===== src/rtl/irq_controller.sv =====
// Prioritised interrupt controller: edge/level capture, per-channel mask,
// and a single-level request / service handshake toward the core.
//
// state | meaning
// IDLE  | waiting for an unmasked pending channel
// REQ   | int_req high, id/vector frozen until int_ack
// SVC   | ISR running, no nesting, waiting for rti_done
module irq_controller #(
    parameter int                     NUM_IRQ   = 4,
    parameter int                     ADDR_W    = 8,
    parameter logic [ADDR_W-1:0]      VEC_BASE  = 'h01,
    parameter logic [NUM_IRQ-1:0]     EDGE_MODE = '1,
    localparam int                    IDW       = (NUM_IRQ > 1) ? $clog2(NUM_IRQ) : 1
) (
    input  logic                clk,
    input  logic                rst,
    input  logic [NUM_IRQ-1:0]  irq_in,
    input  logic                mask_we,
    input  logic [NUM_IRQ-1:0]  mask_din,
    output logic                int_req,
    output logic [IDW-1:0]      int_id,
    output logic [ADDR_W-1:0]   int_vec_addr,
    input  logic                int_ack,
    input  logic                rti_done,
    output logic                in_service,
    output logic [NUM_IRQ-1:0]  pending
);

    localparam logic [1:0] ST_IDLE = 2'd0;
    localparam logic [1:0] ST_REQ  = 2'd1;
    localparam logic [1:0] ST_SVC  = 2'd2;

    logic [1:0]         r_state;
    logic [NUM_IRQ-1:0] r_irq_d;
    logic [NUM_IRQ-1:0] r_pending;
    logic [NUM_IRQ-1:0] r_mask;
    logic               r_int_req;
    logic [IDW-1:0]     r_int_id;
    logic [ADDR_W-1:0]  r_vec;
    logic               r_in_service;

    logic               w_ack_take;
    logic [NUM_IRQ-1:0] w_elig;
    logic [NUM_IRQ-1:0] w_pending_nxt;
    logic [IDW-1:0]     w_sel_id;
    logic [ADDR_W-1:0]  w_sel_vec;

    assign w_ack_take = (r_state == ST_REQ) && int_ack;
    assign w_elig     = r_pending & ~r_mask;

    // A fresh rising edge wins over the acknowledge clear on the same channel.
    always_comb begin
        w_pending_nxt = r_pending;
        for (int i = 0; i < NUM_IRQ; i++) begin
            if (EDGE_MODE[i]) begin
                w_pending_nxt[i] = (irq_in[i] & ~r_irq_d[i]) |
                                   (r_pending[i] & ~(w_ack_take && (r_int_id == IDW'(i))));
            end else begin
                w_pending_nxt[i] = irq_in[i];
            end
        end
    end

    always_comb begin
        w_sel_id = '0;
        for (int i = NUM_IRQ - 1; i >= 0; i--) begin
            if (w_elig[i]) w_sel_id = IDW'(i);
        end
    end

    assign w_sel_vec = VEC_BASE + ADDR_W'(w_sel_id);

    always_ff @(posedge clk) begin
        if (rst) begin
            r_state      <= ST_IDLE;
            r_irq_d      <= '0;
            r_pending    <= '0;
            r_mask       <= '0;
            r_int_req    <= 1'b0;
            r_int_id     <= '0;
            r_vec        <= '0;
            r_in_service <= 1'b0;
        end else begin
            r_irq_d   <= irq_in;
            r_pending <= w_pending_nxt;
            if (mask_we) r_mask <= mask_din;

            case (r_state)
                ST_IDLE: begin
                    if (|w_elig) begin
                        r_state   <= ST_REQ;
                        r_int_req <= 1'b1;
                        r_int_id  <= w_sel_id;
                        r_vec     <= w_sel_vec;
                    end
                end
                ST_REQ: begin
                    if (int_ack) begin
                        r_state      <= ST_SVC;
                        r_int_req    <= 1'b0;
                        r_in_service <= 1'b1;
                    end
                end
                ST_SVC: begin
                    if (rti_done) begin
                        r_state      <= ST_IDLE;
                        r_in_service <= 1'b0;
                    end
                end
                default: r_state <= ST_IDLE;
            endcase
        end
    end

    assign int_req      = r_int_req;
    assign int_id       = r_int_id;
    assign int_vec_addr = r_vec;
    assign in_service   = r_in_service;
    assign pending      = r_pending;

endmodule


===== config.mk =====
export PLATFORM = sky130hd
export DESIGN_NAME = irq_controller
export DESIGN_NICKNAME = d
export VERILOG_FILES = /design/src/rtl/irq_controller.sv
export SDC_FILE = /design/constraint.sdc
export NUM_CORES = 1
export LEC_CHECK = 0
export ABC_AREA = 1
export CORE_MARGIN = 5
export CORE_UTILIZATION = 44
export DETAILED_ROUTE_END_ITERATION = 16
export GPL_ROUTABILITY_DRIVEN = 0
export HOLD_SLACK_MARGIN = 0.06
export MAX_ROUTING_LAYER = met4
export PLACE_DENSITY = 0.77
export SYNTH_ARGS = -nofsm -noshare
export SYNTH_HDL_FRONTEND = slang
export SYNTH_SLANG_ARGS = --single-unit

===== constraint.sdc =====
create_clock -name clk -period 1.35 [get_ports clk]
set_clock_uncertainty 0.2 [all_clocks]
set_input_delay 0.27 -clock clk [delete_from_list [all_inputs] [get_ports clk]]
set_output_delay 0.27 -clock clk [all_outputs]
set_load 0.1 [all_outputs]

# Yosys cells after proc, flatten, opt, wreduce, memory -nomap -nowiden
# Cells that the tools add are included.
# W data, S select, Z words.
# classes
n_bitwise	22
mux	14
n_eq_ne	8
reduce_logical	14
add_sub_neg	1
# ops
op	n
$mux W2	7
$reduce_and A3 Y1	3
$and A1 B1 Y1	8
$not A1 Y1	8
$eq A2 B2 Y1 const B	3
$ne A2 B2 Y1 const B	3
$pmux W2 S3	1
$logic_and A1 B1 Y1	5
$and A4 B4 Y4	1
$eq A2 B1 Y1 const B	2
$logic_not A2 Y1	2
$mux W1	4
$not A4 Y4	1
$or A1 B1 Y1	4
$pmux W1 S2	2
$reduce_bool A2 Y1	2
$reduce_or A4 Y1	1
$add A1 B2 Y3 const A	1
$reduce_and A2 Y1	1
# totals
elab_cells	67
register_bits	26
output_inout_bits	16

# Longest topological paths before layout
# Gate-level depths: netlist of the first run.
# depth
word_depth	7
mapped_depth	8

# Least setup slack after synthesis of the first run
# No wires, ideal clock.
# synth_path
path_type	register to register
start	register r_pending[2], in the netlist pending[2]
end	register r_vec[0], in the netlist int_vec_addr[0]
required_time_ns	1.033
setup_slack_ns	-0.542
t_arrival_ns	1.576
setup_time_ns	0.117
path_stages_with_launch	8
path_buffers	0
cell_sequence	dfxtp_1 > nand2_2 > nand2_4 > o21ai_4 > inv_2 > nand3_2 > nand2_1 > nor2_1
# synth_via
elab_chain_len	5
# synth_lines
element	line_no	text
start, declared	35	logic [NUM_IRQ-1:0] r_pending;
start signal, assigned	85	r_pending <= w_pending_nxt;
$and A4 B4 Y4 (*)	49	assign w_elig = r_pending & ~r_mask;
$mux W2 (3 in series)	67	if (w_elig[i]) w_sel_id = IDW'(i);
$add A1 B2 Y3	71	assign w_sel_vec = VEC_BASE + ADDR_W'(w_sel_id);
end signal, assigned	94	r_vec <= w_sel_vec;
end, declared	39	logic [ADDR_W-1:0] r_vec;
# Every way passes the cells marked *; elsewhere a longest branch is shown, timed or not.
# A chain may end at the register's enable or synchronous reset.

# Worst setup path after layout of the first run
# layout_path
start	register r_pending[2], in the netlist pending[2]
end	output port pending[2]
# layout_lines
element	line_no	text
end, declared	26	output logic [NUM_IRQ-1:0] pending
# No word-level cell between the ends.

==> reports/summary.md, run 1 <==
## Synth
• 119 — Synth Instances
• 47.1% — Synth top area share
• sky130_fd_sc_hd__dfxtp_1 — largest area contributor in the netlist
• sky130_fd_sc_hd__dfxtp_1 47%, sky130_fd_sc_hd__a21oi_1 8.4%, sky130_fd_sc_hd__nor2_1 7.2% — largest cells by area after synthesis
• 47.1% — share of synthesized area occupied by flip-flops and latches
• 19 — count of unique library cells instantiated by Yosys
• 0 — warnings from Yosys
• 21 — flip-flop and latch count after synthesis
• 7.50 µm² — Avg Cell Area, Syn
• 892 µm² — total standard cell area after synthesis

## Worst hold path
• register to register — worst min-delay path class
• 2 — cell depth of the worst hold path
• r_mask[2] — hold path startpoint
• r_mask[2] — worst min-delay path endpoint

## Die
• 55.0 µm — die outline width
• 1940 µm² — Core Box Area
• 55.0 µm — overall die height
• 3030 µm² — area of the die
• 29 — number of I/O pins
• 45.9% — effective utilization at floorplan
• 16 — site row count

## Route
• 1.96 mm — final wirelength
• met4 — topmost layer with routed signal wires
• 0 — Post-DRT Antenna Nets
• 111 µm — routed length on met3
• 0 — DRC violations left
• 834 — vias after detailed routing
• 4 — Pre-antenna DRT Iters
• 11.0 µm — average wire per standard cell
• 796 µm — met1 wire length
• 4.66 — drt via density
• 1.05 mm — routed wire length on met2
• 16 — 1st-iter DRT viols

## Layout
• 56.0% — area added between synthesis and finish
• 166 — net count reported at finish
• 179 — Non-Filler Instances
• 71.6% — end-of-flow core utilization
• 38.8% — fraction of final layout cells with drive strength greater than 1
• 0 — ant diodes

## Setup path
• int_vec_addr[0] — FF-to-FF End
• 930 ps — signal arrival time at the worst endpoint
• 0 ps — worst-case register-to-register setup slack
• primary output — crit end category
• 880 ps — required time worst endpoint
• 7 — cells on worst reg2reg path
• register to primary output — Crit Path Category
• register — kind of start point of the critical path
• 2 — largest fanout on the critical path
• pending[2] — Crit Reg-Reg Startpoint

## STA
• true — setup repair after global routing missed its margin
• -51.6 ps — setup slack after layout
• 1400 ps — Tmin final
• 271 ps — worst hold slack
• 713 MHz — Max Fclk
• 0 — max-slew violation count
• 104% — fin crit share
• 1 — final setup vio count
• 0 — total count of hold-check failures in the final report

## Status
• finished, violations left — outcome
• setup timing — violations in the final reports

## GRT
• 12 — largest net degree at the start of global routing
• 801 — via count of the first global-routing pass
• 15.2% — global router's overall resource usage
• 0 — Remaining Overflow, GRT
• 3.20 mm — wire length of the first global-routing pass
• 0 — number of antenna violations at the first check in global routing

## Pwr
• 1270 nW/µm² — Cell Pwr Density
• 0.603 nW — leakage power summed over all cells
• 0.819 mV — worst vdd rail ir drop

## Clock tree
• sky130_fd_sc_hd__clkbuf_4 — library cell used as clock root buffer
• 300 ps — insertion delay of the later-clocked pin in the worst-skew pair
• 21 — total number of clock tree sinks
• 2 — Clock Path Buffers
• 110 ps — Clock Pin Slew Worst Setup and Hold Paths
• 1 — number of H-tree levels
• 3 — number of CTS-inserted buffers
• built — TritonCTS clock tree

## Placement
• 172 — post-placement cell count
• 23 — total of buffers placed on input and output ports
• 1.53 mm — Detailed Place HPWL
• -268 ps — setup slack at placement

## Job
• 0 — max_cap viols

[kinds of logic (layout without fill, tap and decap cells)]
family	Yosys count	in the layout	synth area share [%]
AOI/OAI and AO/OA	21	21	13.5
and+or+nand+nor	50	50	25.8
other	1	5	0.420
DFF	21	21	47.1
buffers and inverters	26	55	13.2
[critical path, stage by stage, from the launching register on]
cell and delay, ps:
sky130_fd_sc_hd__dfxtp_4 370, sky130_fd_sc_hd__buf_6 110, sky130_fd_sc_hd__buf_12 150
[where the power goes]
part           switching [mW]  internal, mW  total (mW)  leakage [nW]
Combinational           0.474         0.259       0.734         0.408
Sequential             0.0566         0.681       0.737         0.180
Clock                   0.180         0.115       0.295        0.0150
Total                   0.711          1.06        1.77         0.603
[area by class of cell]
class                      instances  area (µm²)
fill                             153         551
sequential                        21         453
timing repair buffer              32         412
multi-input combinational         76         395
inverter                          19        71.3
tap                               27        33.8
clock buffer                       4        26.3
[repair_timing]
action                     in CTS  in global routing
setup buffers                   2                  1
gates resized for setup         3                  9
setup endpoints to repair       6                 13
pin swaps                       1                  1
hold buffers                    0                  0
gates cloned                    0                  0
[registers in the layout (all words and copies together) (netlist names)]
signal        flops
in_service        1
int_id            2
int_req           1
int_vec_addr      3
pending           4
r_irq_d           4
r_mask            4
r_state           2
[layout by cell type, fill, tap and decap left out, types with 3 or more instances in the layout]
cell type / count
sky130_fd_sc_hd__dfxtp_4: 6
sky130_fd_sc_hd__nand3_1: 7
sky130_fd_sc_hd__dfxtp_2: 8
sky130_fd_sc_hd__nor2_1: 16
sky130_fd_sc_hd__clkdlybuf4s50_1: 12
sky130_fd_sc_hd__nand2_1: 14
sky130_fd_sc_hd__a21oi_1: 14
sky130_fd_sc_hd__conb_1: 5
sky130_fd_sc_hd__inv_1: 12
sky130_fd_sc_hd__buf_12: 11
sky130_fd_sc_hd__nand2_2: 6
sky130_fd_sc_hd__dfxtp_1: 7
sky130_fd_sc_hd__buf_4: 8
sky130_fd_sc_hd__clkbuf_4: 3
sky130_fd_sc_hd__inv_2: 7
sky130_fd_sc_hd__o21ai_0: 4
[through the flow]
step	instance area [µm²]	power [mW]	TNS, ps
floorplan	933	1.22	-53.1
global placement	1310	1.44	-1360
detailed placement	1310	1.45	-1700
CTS	1360	1.76	-84.5
global route	1390	1.85	-317
finish	1390	1.77	-51.6
[metal layers]
layer | GRT usage (%) | vias up
met4 | 6.07 | 0
met2 | 25.4 | 25
met3 | 2.41 | 2
met5 | - | -
li1 | - | 428
met1 | 18.2 | 379
[worst max path at each step]
stage               start              end  slack [ps]  cells after the start
3_3_place_gp      int_ack       pending[2]        -250                      6
6_report       pending[2]       pending[2]         -50                      2
5_1_grt        pending[2]       pending[2]         -80                      2
3_5_place_dp      int_ack       pending[2]        -270                      6
2_1_floorplan  pending[3]  int_vec_addr[1]         -40                      8
4_1_cts        pending[2]       pending[2]         -70                      2
[cells in the mapped netlist]
library cell / instances
sky130_fd_sc_hd__inv_1: 13
sky130_fd_sc_hd__a21oi_2: 1
sky130_fd_sc_hd__nand2_1: 16
sky130_fd_sc_hd__clkbuf_1: 1
sky130_fd_sc_hd__o21ai_4: 1
sky130_fd_sc_hd__nand2_2: 5
sky130_fd_sc_hd__conb_1: 1
sky130_fd_sc_hd__nand2_4: 1
sky130_fd_sc_hd__dfxtp_1: 21
sky130_fd_sc_hd__nand3_2: 1
sky130_fd_sc_hd__inv_2: 6
sky130_fd_sc_hd__buf_4: 5
sky130_fd_sc_hd__nand3_1: 7
sky130_fd_sc_hd__nor2_2: 2
sky130_fd_sc_hd__buf_2: 1
sky130_fd_sc_hd__nor2_1: 17
sky130_fd_sc_hd__nand4_1: 1
sky130_fd_sc_hd__o21ai_0: 4
sky130_fd_sc_hd__a21oi_1: 15
(Power assumes the default switching activity.)
==> run 2, diff against run 1 <==
CORE_MARGIN = unset   (was 5)
==> run 2 against run 1 <==
Compared with the run above:
- the flow still finishes with violations (setup timing)
- sequential share of layout area shrank 0.21 points
- fmax grew 3.4%
- combinational power grew 2%
- count of clock-buffer cells in the layout shrank 1
- critical path depth shrank 1
- sequential power grew 0.5%
- worst setup slack gained 46 ps
- critical path type unchanged
- critical endpoint is now pending[3]
==> reports/summary.md, run 2 (synthesized netlist as in run 1, its figures left out) <==
## GRT
• 13 — largest net degree at the start of global routing
• 0 — number of antenna violations at the first check in global routing
• 3.03 mm — wire length of the first global-routing pass
• 772 — via count of the first global-routing pass
• 0 — Remaining Overflow, GRT
• 20.3% — global router's overall resource usage

## Route
• 0 — DRC violations left
• 4 — Pre-antenna DRT Iters
• 5 — 1st-iter DRT viols
• 1.93 mm — final wirelength
• 0 — Post-DRT Antenna Nets
• 10.8 µm — average wire per standard cell
• 843 — vias after detailed routing
• 4.71 — drt via density

## STA
• 100% — fin crit share
• 0 — max-slew violation count
• -5.42 ps — final sum of negative setup slack
• true — setup repair after global routing missed its margin
• 0 — total count of hold-check failures in the final report
• 273 ps — worst hold slack
• 1 — final setup vio count
• 1360 ps — Tmin final
• 738 MHz — Max Fclk
• -5.42 ps — setup slack after layout

## Setup path
• 890 ps — signal arrival time at the worst endpoint
• register — kind of start point of the critical path
• primary output — crit end category
• 880 ps — required time worst endpoint
• flip-flops — CP delay by family, top
• sky130_fd_sc_hd__dfxtp_4 — critical path's slowest cell
• 4 — largest fanout on the critical path
• 0 ps — worst-case register-to-register setup slack
• 1 — Crit path buffers/inverters
• register to primary output — Crit Path Category
• 410 ps — Largest stage delay, worst path
• buf_12 — crit path cell chain

## Status
• finished, violations left — outcome
• setup timing — violations in the final reports

## Clock tree
• 0 — hold bufs inserted after CTS
• 3 — number of CTS-inserted buffers
• built — TritonCTS clock tree
• 21 — total number of clock tree sinks
• sky130_fd_sc_hd__clkbuf_4 — library cell used as clock root buffer
• 300 ps — insertion delay of the later-clocked pin in the worst-skew pair
• 110 ps — Clock Pin Slew Worst Setup and Hold Paths
• 2 — Clock Path Buffers
• 1 — number of H-tree levels

## Layout
• sky130_fd_sc_hd__nor2_1 — most common library cell in the layout ignoring fill and taps
• 39.6% — fraction of final layout cells with drive strength greater than 1
• 1400 µm² — final design instance area without fill
• 0 — ant diodes
• 16 x sky130_fd_sc_hd__nor2_1, 15 x sky130_fd_sc_hd__a21oi_1, 14 x sky130_fd_sc_hd__nand2_1 — leading cell types in the layout, fill and taps excluded
• 168 — net count reported at finish
• 131 — number of fillers in the final layout
• 56.5% — area added between synthesis and finish

## Placement
• 23 — total of buffers placed on input and output ports
• 1300 µm² — Area after DPL
• -270 ps — setup slack at placement
• 1.49 mm — Detailed Place HPWL

## Job
• 0 — max_cap viols

## Pwr
• 0.616 nW — leakage power summed over all cells
• 1280 nW/µm² — Cell Pwr Density
• 1.79 mW — overall power after layout
• 0.826 mV — worst vdd rail ir drop

## Die
• 49.0% — effective utilization at floorplan
• 47.0 µm — overall die height
• 15 — site row count
• 2210 µm² — area of the die
• 47.0 µm — die outline width
• 1820 µm² — Core Box Area
• 29 — number of I/O pins

## Worst hold path
• register to register — worst min-delay path class

[run 2: cell types whose count changed in the layout (fill, tap and decap cells not counted), sizes merged]
cell,delta
clkbuf,-1
buf,+2
clkinv,+1
[run 2: worst paths after layout]
path / cells past startpoint / to / start
setup / recovery: 1 / pending[3] / pending[3]
hold / removal: 2 / r_mask[0] / r_mask[0]
setup reg to reg: 6 / int_vec_addr[2] / pending[2]
hold reg to reg: 2 / r_mask[0] / r_mask[0]
[run 2: stage by stage]
stage / utilization, % / cells
finish: 76.7 / 179
detailed placement: 71.2 / 169
CTS: 74.1 / 175
floorplan: - / 123
global route: 76.7 / 179
global placement: 71.2 / 169
[run 2: routing by layer]
layer / share of wire, % / wire length, µm / track usage [%]
met5: 0 / 0 / -
met4: 0.88 / 17 / 6.86
met3: 3.0 / 58 / 2.31
met2: 53 / 1030 / 38.3
met1: 43 / 823 / 21.6
[run 2: power by group]
part           switching (mW)  internal (mW)  total [mW]
registers              0.0601          0.681       0.741
logic                   0.475          0.272       0.747
clock network           0.187          0.110       0.297
total                   0.722           1.06        1.79
[run 2: area by class of cell]
type                    count  area [µm²]  area share [%]
well taps                  25        31.3            2.24
repair buffers             34         423            30.3
inverters                  19        71.3            5.11
clock inverters             1        5.00           0.358
multi-input cells          76         392            28.0
flip-flops and latches     21         452            32.3
clock buffers               3        22.5            1.61
[run 2: repair_timing]
item,4_1_cts,5_1_grt
setup endpoints to repair,4,14
gates resized for setup,3,7
pin swaps,1,2
buffers inserted,2,4
==> run 3, diff against run 2 <==
CORE_UTILIZATION = 30   (was 44)
PLACE_DENSITY = unset   (was 0.77)
==> run 3 against run 2 <==
Compared with the run above:
- the run still ends with setup timing left
- hold slack got worse by 5.3 ps
- worst setup slack got worse by 55 ps
- fmax decreased by 3.9%
- non-clock buffer count unchanged
- global-route usage decreased by 6.6 points
- highest routed layer unchanged
- sequential power decreased by 0.7%
- sequential share of layout area decreased by 0.78 points
- final area increased by 3.3%
- flip-flop and latch count unchanged
- clock power about the same
- largest power group unchanged
- die area increased by 45%
==> reports/summary.md, run 3 (synthesized netlist as in run 1, its figures left out) <==
## Status
• finished, violations left — outcome
• setup timing — violations in the final reports

## STA
• 1410 ps — Tmin final
• 0 — max-slew violation count
• 709 MHz — Max Fclk
• 0 — total count of hold-check failures in the final report
• true — setup repair after global routing missed its margin
• 104% — fin crit share
• 3 — final setup vio count
• -60.0 ps — setup slack after layout

## Layout
• 61.7% — area added between synthesis and finish
• 259 — number of fillers in the final layout
• 43.5% — fraction of final layout cells with drive strength greater than 1
• sky130_fd_sc_hd__nor2_1 — most common library cell in the layout ignoring fill and taps
• 1440 µm² — final design instance area without fill
• 0 — ant diodes
• 15 x sky130_fd_sc_hd__nor2_1, 12 x sky130_fd_sc_hd__nand2_1, 12 x sky130_fd_sc_hd__a21oi_1, 12 x sky130_fd_sc_hd__clkdlybuf4s50_1 — leading cell types in the layout, fill and taps excluded
• 168 — net count reported at finish

## Die
• 19 — site row count
• 29 — number of I/O pins
• 32.1% — effective utilization at floorplan
• 56.5 µm — overall die height
• 3200 µm² — area of the die
• 56.5 µm — die outline width
• 2780 µm² — Core Box Area

## GRT
• 12 — largest net degree at the start of global routing
• 13.7% — global router's overall resource usage
• 0 — number of antenna violations at the first check in global routing
• 2.53% — met3 capacity usage during global routing
• 21.7% — met2 Use GR
• met2 — layer with the highest usage
• 16.2% — routing usage on met1
• 3.35 mm — wire length of the first global-routing pass
• 0 — Remaining Overflow, GRT
• 832 — via count of the first global-routing pass

## Placement
• 23 — total of buffers placed on input and output ports
• 1300 µm² — Area after DPL
• 1.42 mm — Detailed Place HPWL

## Pwr
• 1250 nW/µm² — Cell Pwr Density
• 0.680 mV — worst vdd rail ir drop
• 1.81 mW — overall power after layout
• 0.627 nW — leakage power summed over all cells

## Setup path
• register to primary output — Crit Path Category
• 2 — Crit path buffers/inverters
• flip-flops — CP delay by family, top
• buf_6 -> buf_12 — crit path cell chain
• 370 ps — Largest stage delay, worst path
• 2 — largest fanout on the critical path
• primary output — crit end category
• 880 ps — required time worst endpoint
• sky130_fd_sc_hd__dfxtp_4 — critical path's slowest cell
• 940 ps — signal arrival time at the worst endpoint
• register — kind of start point of the critical path

## Route
• 2 — 1st-iter DRT viols
• 1.94 mm — final wirelength
• 3 — Pre-antenna DRT Iters
• 832 — vias after detailed routing
• 0 — DRC violations left
• 4.50 — drt via density
• 10.5 µm — average wire per standard cell
• 0 — Post-DRT Antenna Nets

## Clock tree
• 21 — total number of clock tree sinks
• 290 ps — insertion delay of the later-clocked pin in the worst-skew pair
• 2 — Clock Path Buffers
• 0 — hold bufs inserted after CTS
• 110 ps — Clock Pin Slew Worst Setup and Hold Paths
• built — TritonCTS clock tree
• sky130_fd_sc_hd__clkbuf_4 — library cell used as clock root buffer
• 3 — number of CTS-inserted buffers
• 1 — number of H-tree levels

## Job
• 0 — max_cap viols

## Worst hold path
• register to register — worst min-delay path class

[run 3: per-stage QoR]
stage	std cells	worst slack (ps)	TNS [ps]	util, %	hold slack (ps)
after global placement	175	-262	-1350	46.9	250
final	185	-60.0	-71.2	51.9	267
after detailed placement	175	-288	-1440	46.9	255
after CTS	183	-67.1	-97.5	49.6	272
after floorplan	123	-37.6	-53.1	-	195
after global routing	185	-124	-674	51.9	293
[run 3: final cells by class]
cell class	instances	area, µm²	area share (%)
flip-flops and latches	21	455	31.6
multi-input cells	76	420	29.1
repair buffers	34	430	29.8
inverters	19	71.3	4.94
well taps	31	38.8	2.69
clock buffers	4	26.3	1.82
[run 3: tightest hold or removal path, delay by kind of cell, from the launching register on]
kind / cells / cell delay, ps
DFF: 1 / 320
AOI/OAI and AO/OA: 1 / 60
buffers and inverters: 1 / 50
[run 3: timing repair]
item,CTS,global route
pin swaps,2,3
resized for setup,6,16
endpoints found under the setup margin,5,20
setup buffers,4,2
[run 3: path summary, 6_finish.rpt]
kind,start,end,slack [ps],depth (start not counted)
worst max register to register,pending[3],int_vec_addr[0],-10,7
worst min-delay path,r_mask[0],r_mask[0],270,2
worst max-delay path,pending[2],pending[2],-60,2
worst min register to register,r_mask[0],r_mask[0],270,2
[run 3: per-layer routing]
metal	share of wire (%)	wire length, µm	vias to the layer above
li1	-	-	433
met1	44	848	375
met4	2.8	55	0
met5	0	0	-
met3	3.7	71	6
met2	50	962	18
[run 3: where the power goes]
group	switching, mW	internal, mW	leakage, nW
clock network	0.182	0.115	0.0150
logic	0.490	0.283	0.431
registers	0.0552	0.680	0.181
